--- src/rtl/bfs_pkg.sv ---
// Shared constants and types for the level-synchronous BFS scheduler.
package bfs_pkg;

  localparam int WORD_W = 512;
  localparam int TH_W   = 32;

  localparam logic [1:0] CTRL_IDLE = 2'b00;
  localparam logic [1:0] CTRL_INIT = 2'b01;
  localparam logic [1:0] CTRL_RUN  = 2'b10;

  typedef enum logic [2:0] {
    ST_IDLE   = 3'd0,
    ST_INIT   = 3'd1,
    ST_REQ    = 3'd2,
    ST_STREAM = 3'd3,
    ST_DRAIN  = 3'd4,
    ST_CHECK  = 3'd5,
    ST_DONE   = 3'd6
  } state_e;

  // Pipeline control code presented while the scheduler sits in a state.
  function automatic logic [1:0] ctrl_for_state(input state_e s);
    logic [1:0] c;
    c = CTRL_IDLE;
    case (s)
      ST_INIT:                               c = CTRL_INIT;
      ST_REQ, ST_STREAM, ST_DRAIN, ST_CHECK: c = CTRL_RUN;
      default:                               c = CTRL_IDLE;
    endcase
    return c;
  endfunction

endpackage

--- src/rtl/bfs_level_sched_watchdog.sv ---
// Drain watchdog: counts enabled cycles and flags expiry at TIMEOUT.
// Only instantiated when BFS_SCHED_TIMEOUT_EN is defined.
module bfs_sched_watchdog
  import bfs_pkg::*;
#(
  parameter int TIMEOUT = 4096
) (
  input  logic clk,
  input  logic rst,
  input  logic clear,
  input  logic enable,
  output logic expire
);

  localparam int CNT_W = $clog2(TIMEOUT + 1);
  localparam logic [CNT_W-1:0] LIMIT = CNT_W'(TIMEOUT - 1);

  logic [CNT_W-1:0] cnt_q;

  always_ff @(posedge clk) begin
    if (!rst || clear) begin
      cnt_q <= '0;
    end else if (enable && cnt_q != LIMIT) begin
      cnt_q <= cnt_q + 1'b1;
    end
  end

  // The TIMEOUT-th enabled cycle is the one that expires.
  assign expire = enable && (cnt_q == LIMIT);

endmodule

--- src/rtl/bfs_level_sched.sv ---
// Level-synchronous BFS scheduler driving one bfs_pipeline instance.
// Optional drain watchdog enabled by defining BFS_SCHED_TIMEOUT_EN.
module bfs_level_sched
  import bfs_pkg::*;
#(
  parameter int ADDR_W    = 4,
  parameter int MAX_LEVEL = 255,
  parameter int TIMEOUT   = 4096
) (
  input  logic              clk,
  input  logic              rst,
  input  logic              start,
  input  logic [WORD_W-1:0] src_word,
  input  logic              src_valid,
  input  logic              src_last,
  output logic              src_ready,
  output logic              scan_req,
  output logic [WORD_W-1:0] pipe_word,
  output logic              pipe_word_valid,
  output logic [TH_W-1:0]   pipe_word_th,
  output logic              pipe_last,
  output logic [1:0]        pipe_control,
  output logic [7:0]        pipe_level,
  input  logic              pipe_valid_in,
  input  logic              pipe_last_in,
  output logic              busy,
  output logic              done,
  output logic              err,
  output logic [7:0]        final_level,
  output logic [31:0]       level_updates
);

  localparam logic [ADDR_W-1:0] INIT_LAST = '1;
  localparam logic [7:0]        MAX_LVL   = 8'(MAX_LEVEL);
  localparam logic [31:0]       UPD_SAT   = 32'hFFFF_FFFF;

  state_e            state_q, state_d;
  logic [ADDR_W-1:0] init_cnt_q, init_cnt_d;
  logic [7:0]        level_q, level_d;
  logic [TH_W-1:0]   tag_q, tag_d;
  logic [31:0]       upd_q, upd_d;
  logic              err_q, err_d;
  logic [7:0]        final_level_q, final_level_d;
  logic [7:0]        pipe_level_q, pipe_level_d;

  logic [WORD_W-1:0] pipe_word_q;
  logic              pipe_word_valid_q;
  logic [TH_W-1:0]   pipe_th_q;
  logic              pipe_last_q;
  logic [1:0]        pipe_control_q;
  logic              src_ready_q;
  logic              scan_req_q;
  logic              done_q;

  logic handshake;
  logic counting;
  logic wd_expire;

  // Source handshake: a word moves when src_valid and src_ready are both high
  // at a rising edge; src_ready is registered and high only in STREAM.
  assign handshake = src_valid && src_ready_q;
  assign counting  = (state_q == ST_STREAM) || (state_q == ST_DRAIN);

`ifdef BFS_SCHED_TIMEOUT_EN
  bfs_sched_watchdog #(
    .TIMEOUT(TIMEOUT)
  ) u_watchdog (
    .clk   (clk),
    .rst   (rst),
    .clear (state_q != ST_DRAIN),
    .enable(state_q == ST_DRAIN),
    .expire(wd_expire)
  );
`else
  logic unused_timeout;
  assign unused_timeout = (TIMEOUT > 0);
  assign wd_expire      = 1'b0;
`endif

  always_comb begin
    state_d       = state_q;
    init_cnt_d    = init_cnt_q;
    level_d       = level_q;
    tag_d         = tag_q;
    upd_d         = upd_q;
    err_d         = err_q;
    final_level_d = final_level_q;
    pipe_level_d  = pipe_level_q;

    // Counted before the FSM decision so a coincident last_in sees it in CHECK.
    if (counting && pipe_valid_in && upd_q != UPD_SAT) begin
      upd_d = upd_q + 32'd1;
    end

    case (state_q)
      ST_IDLE: begin
        if (start) begin
          err_d         = 1'b0;
          final_level_d = 8'd0;
          upd_d         = 32'd0;
          level_d       = 8'd1;
          init_cnt_d    = '0;
          pipe_level_d  = 8'd0;
          state_d       = ST_INIT;
        end
      end
      ST_INIT: begin
        init_cnt_d = init_cnt_q + 1'b1;
        if (init_cnt_q == INIT_LAST) begin
          pipe_level_d = level_q;
          state_d      = ST_REQ;
        end
      end
      ST_REQ: begin
        tag_d   = '0;
        upd_d   = 32'd0;
        state_d = ST_STREAM;
      end
      ST_STREAM: begin
        if (handshake) begin
          tag_d = tag_q + TH_W'(1);
          if (src_last) begin
            state_d = ST_DRAIN;
          end
        end
      end
      ST_DRAIN: begin
        if (pipe_last_in) begin
          state_d = ST_CHECK;
        end else if (wd_expire) begin
          err_d         = 1'b1;
          final_level_d = level_q;
          state_d       = ST_DONE;
        end
      end
      ST_CHECK: begin
        if (upd_q == 32'd0 || level_q == MAX_LVL) begin
          final_level_d = level_q;
          state_d       = ST_DONE;
        end else begin
          level_d      = level_q + 8'd1;
          pipe_level_d = level_q + 8'd1;
          state_d      = ST_REQ;
        end
      end
      ST_DONE: begin
        state_d = ST_IDLE;
      end
      default: begin
        state_d = ST_IDLE;
      end
    endcase
  end

  always_ff @(posedge clk) begin
    if (!rst) begin
      state_q           <= ST_IDLE;
      init_cnt_q        <= '0;
      level_q           <= 8'd0;
      tag_q             <= '0;
      upd_q             <= 32'd0;
      err_q             <= 1'b0;
      final_level_q     <= 8'd0;
      pipe_level_q      <= 8'd0;
      pipe_word_q       <= '0;
      pipe_word_valid_q <= 1'b0;
      pipe_th_q         <= '0;
      pipe_last_q       <= 1'b0;
      pipe_control_q    <= CTRL_IDLE;
      src_ready_q       <= 1'b0;
      scan_req_q        <= 1'b0;
      done_q            <= 1'b0;
    end else begin
      state_q           <= state_d;
      init_cnt_q        <= init_cnt_d;
      level_q           <= level_d;
      tag_q             <= tag_d;
      upd_q             <= upd_d;
      err_q             <= err_d;
      final_level_q     <= final_level_d;
      pipe_level_q      <= pipe_level_d;
      pipe_word_valid_q <= handshake;
      pipe_last_q       <= handshake && src_last;
      if (handshake) begin
        pipe_word_q <= src_word;
        pipe_th_q   <= tag_q;
      end
      // Status strobes are registered from the next state so they line up with it.
      pipe_control_q <= ctrl_for_state(state_d);
      src_ready_q    <= (state_d == ST_STREAM);
      scan_req_q     <= (state_d == ST_REQ);
      done_q         <= (state_d == ST_DONE);
    end
  end

  assign src_ready       = src_ready_q;
  assign scan_req        = scan_req_q;
  assign pipe_word       = pipe_word_q;
  assign pipe_word_valid = pipe_word_valid_q;
  assign pipe_word_th    = pipe_th_q;
  assign pipe_last       = pipe_last_q;
  assign pipe_control    = pipe_control_q;
  assign pipe_level      = pipe_level_q;
  assign busy            = (state_q != ST_IDLE);
  assign done            = done_q;
  assign err             = err_q;
  assign final_level     = final_level_q;
  assign level_updates   = upd_q;

endmodule

--- config.mk ---
export PLATFORM = sky130hd
export DESIGN_NAME = bfs_level_sched
export DESIGN_NICKNAME = d
export VERILOG_FILES = /design/src/rtl/bfs_pkg.sv /design/src/rtl/bfs_level_sched_watchdog.sv /design/src/rtl/bfs_level_sched.sv
export SDC_FILE = /design/constraint.sdc
export NUM_CORES = 1
export LEC_CHECK = 0
export ABC_AREA = 0
export BUFFER_PORTS_ARGS = -buffer_cell sky130_fd_sc_hd__buf_4
export CAP_MARGIN = 10
export CORE_AREA = 2 2 437 439
export DETAILED_ROUTE_END_ITERATION = 8
export DIE_AREA = 0 0 439 441
export SLEW_MARGIN = 20
export SYNTH_ARGS = -nofsm -noshare
export SYNTH_HDL_FRONTEND = slang
export SYNTH_SLANG_ARGS = --single-unit
--- constraint.sdc ---
create_clock -name clk -period 2.55 [get_ports clk]
set_input_delay 0.51 -clock clk [delete_from_list [all_inputs] [get_ports clk]]
set_output_delay 0.51 -clock clk [all_outputs]
set_load 0.01 [all_outputs]
==> impl_metrics.py <==
metrics = {
    "synthesis": {
        "synth_fp_nets": 3507,
        "yosysTopAreaCell": "dfxtp_1",
        "yosys_register_bits": 646,
        "synth_area_leaders": "dfxtp_1, nand2_1, a21oi_1, clkbuf_1, nand3_1",
        "syn_inst": 2983,
        "yosys_warnings": 0,
        "syn_area_sq_um": 23600,
        "synth_top_area_share_pct": 54.8,
        "ys_seq_area_share_pct": 54.8,
        "synth_cell_type_count": 67,
        "avgSynthCellArea_sq_um": 7.91,
        "synthFlopType": "dfxtp_1",
        "synth_edf_count": 0,
        "async_flop_share_pct": 0,
    },
    "layout": {
        "fin_nets": 4796,
        "area_delta_synth_final_pct": 71.3,
        "layout-drive-gt1-share_pct": 31.1,
        "final_area_sq_um": 40400,
        "mostFrequentLayoutCells": "buf_4, nand2_1, dfxtp_1",
        "final_common_cell": "buf_4",
        "final_cells": 6888,
    },
    "die": {
        "start_util_pct": 12.5,
        "pin_count": 1120,
        "die_area_sq_um": 194000,
        "rows": 160,
        "die_h_um": 441,
        "die_x_um": 439,
        "core_region_area_sq_um": 189000,
    },
    "global_routing": {
        "track_usage_pct": 15.8,
        "grt_max_degree": 117,
        "grt_remaining_overflow": 0,
        "antenna_found_initial": 89,
        "grt_pass1_vias": 25111,
        "grt_pass1_wl_mm": 211,
    },
    "cts": {
        "cts_made_buffers": 80,
        "root_buffer": "clkbuf_16",
        "clk-insertion-delay-late_ns": 0.70,
        "path_clk_slew_ns": 0.06,
        "cts_tree": "done",
        "htreeDepth": 3,
        "clock_path_buffers": 3,
        "clkSinkCount": 646,
        "cts_setup_buffers": 0,
    },
    "critical_path": {
        "cp.arrival_ns": 3.02,
        "crit_type": "reg2reg",
        "cpMaxStageDelayCell": "a311oi_2",
        "critPathMaxFanout": 6,
        "path_cells": "inv_1, ha_1, nor4b_1, nand4_1, or2_0, a311oi_2, a22o_1",
        "r2r_cells": 7,
        "critPathMaxStageDelay_ns": 0.47,
        "endpoint_kind": "register",
        "critPathRequiredTime_ns": 3.17,
        "worstSetupStartpointType": "register",
    },
    "pwr": {
        "seqPwrFrac_pct": 42.0,
        "clockPowerShare_pct": 51.9,
        "combPwrFrac_pct": 6.0,
        "fin_total_pwr_uw": 24000,
        "p_per_area_nw_per_um2": 595,
        "switching_share_pct": 23.8,
        "leakagePower_uw": 0.0157,
        "internal-power_uw": 18300,
        "peakVddDrop_uv": 440,
        "p_sw_uw": 5710,
    },
    "sta": {
        "max_slew_margin_pct": 42.3,
        "hold_viol_final": 0,
        "fmax_mhz": 418,
        "rsz0062_at_grt": "no",
        "post-route-period-util_pct": 93.8,
        "fin_tns_setup_ns": 0,
        "drv_slew": 0,
        "finalSetupViolCount": 0,
        "whs_ns": 0.0703,
        "min_period_ns": 2.39,
        "finalClockSkew_ns": 0.0322,
        "worstMarginPinSlew_ns": 0.866,
    },
    "placement": {
        "place_area_sq_um": 35100,
        "portBuffers": 1118,
        "dp_cells": 6474,
        "finalWeightedCongestion": 0.963,
        "place_hpwl_mm": 134,
    },
    "job": {
        "drv_cap": 0,
    },
    "detailed_routing": {
        "first_pass_iters": 7,
        "ant_nets": 0,
        "drt-initial-drc-count": 1892,
        "wl_per_cell_um": 23.7,
        "routed_wl_mm": 163,
        "num_vias": 26999,
        "drc_errors": 0,
        "viasPerCell": 3.92,
    },
    "run_status": {
        "status": "completed",
    },
    "hold_path": {
        "min_path_cells": 3,
        "worstHoldPathType": "in2reg",
    },
}
logic make-up (layout without fill, tap and decap cells):
logic type	after synthesis	in the layout	synth area share [%]
flops	646	646	54.8
simple gates	1388	1388	24.2
mux	6	6	0.255
compound gates	672	672	15.4
xor+xnor	36	36	1.34
fa+ha+maj	5	5	0.265
other cells	1	43	0.0159
buf+inv	229	1581	3.70
flip-flops by register name, summed over array words and instances, names as in the netlist:
name,cells
level_q,8
pipe_control,2
init_cnt_q,4
pipe_word_valid,1
src_ready,1
state_q,3
pipe_last,1
level_updates,32
scan_req,1
pipe_level,8
done,1
final_level,8
pipe_word,512
pipe_word_th,32
tag_q,32
layout make-up:
| type | instances | area (sq um) |
|---|---|---|
| Multi-Input combinational cell | 2108 | 9800 |
| Inverter | 15 | 63.8 |
| Clock buffer | 113 | 2350 |
| Timing Repair Buffer | 1421 | 11500 |
| Sequential cell | 646 | 12900 |
| Antenna cell | 42 | 105 |
| Tap cell | 2511 | 3140 |
| Clock inverter | 32 | 517 |
| Fill cell | 20908 | 149000 |
synthesized netlist by cell type (11+ instances only):
cell type,number
nand2_1,1147
dfxtp_1,646
a21oi_1,576
clkbuf_1,189
nor2_1,54
nand3_1,50
nand4_1,27
o21ai_0,27
xor2_1,26
and3_1,23
a31oi_1,19
or3_1,18
buf_1,17
inv_1,15
nor4_1,11
critical path, delay by kind of cell (launching register included):
kind            cells  cell delay [ns]
simple gates        3             1.00
buf+inv             1             0.11
compound gates      2             0.70
fa+ha+maj           1             0.14
flops               1             0.36
repair_timing:
action	CTS	global route
resized for setup	1	1
endpoints found under the setup margin	1	1
hold buffers	227	0
hold endpoints to repair	227	0
per-layer routing:
metal	vias to the layer above	routed length (um)	share of wire (%)	GRT usage (%)
met1	12941	61200	38	17.6
met4	10	11500	7.1	10.4
li1	12496	-	-	-
met3	289	12700	7.8	4.65
met5	-	66	0.040	0
met2	1263	77600	48	26.2
stage by stage:
step / util [%] / setup slack, ns
6_report: 21.4 / 0.157
5_1_grt: 21.3 / 0.0187
4_1_cts: 21.3 / 0.0226
3_5_place_dp: 18.6 / 0.292
3_3_place_gp: 18.6 / 0.287
2_1_floorplan: - / 0.461
power by group through the flow:
stage               registers, uW  clock network (uW)  logic [uW]
global placement            10300                   0        1130
finish                      10100               12500        1450
floorplan                   10300                   0         203
detailed placement          10300                   0        1120
global route                10100               13200        1530
CTS                         10100               12800        1450
final timing paths:
kind	start	to	slack [ns]
setup reg to reg	level_updates[0]	pipe_level[3]	0.16
hold / removal	src_word[301]	pipe_word[301]	0.07
setup / recovery	level_updates[0]	pipe_level[3]	0.16
hold reg to reg	pipe_word[125]	pipe_word[125]	0.45
Power figures use the tool's default switching activity.
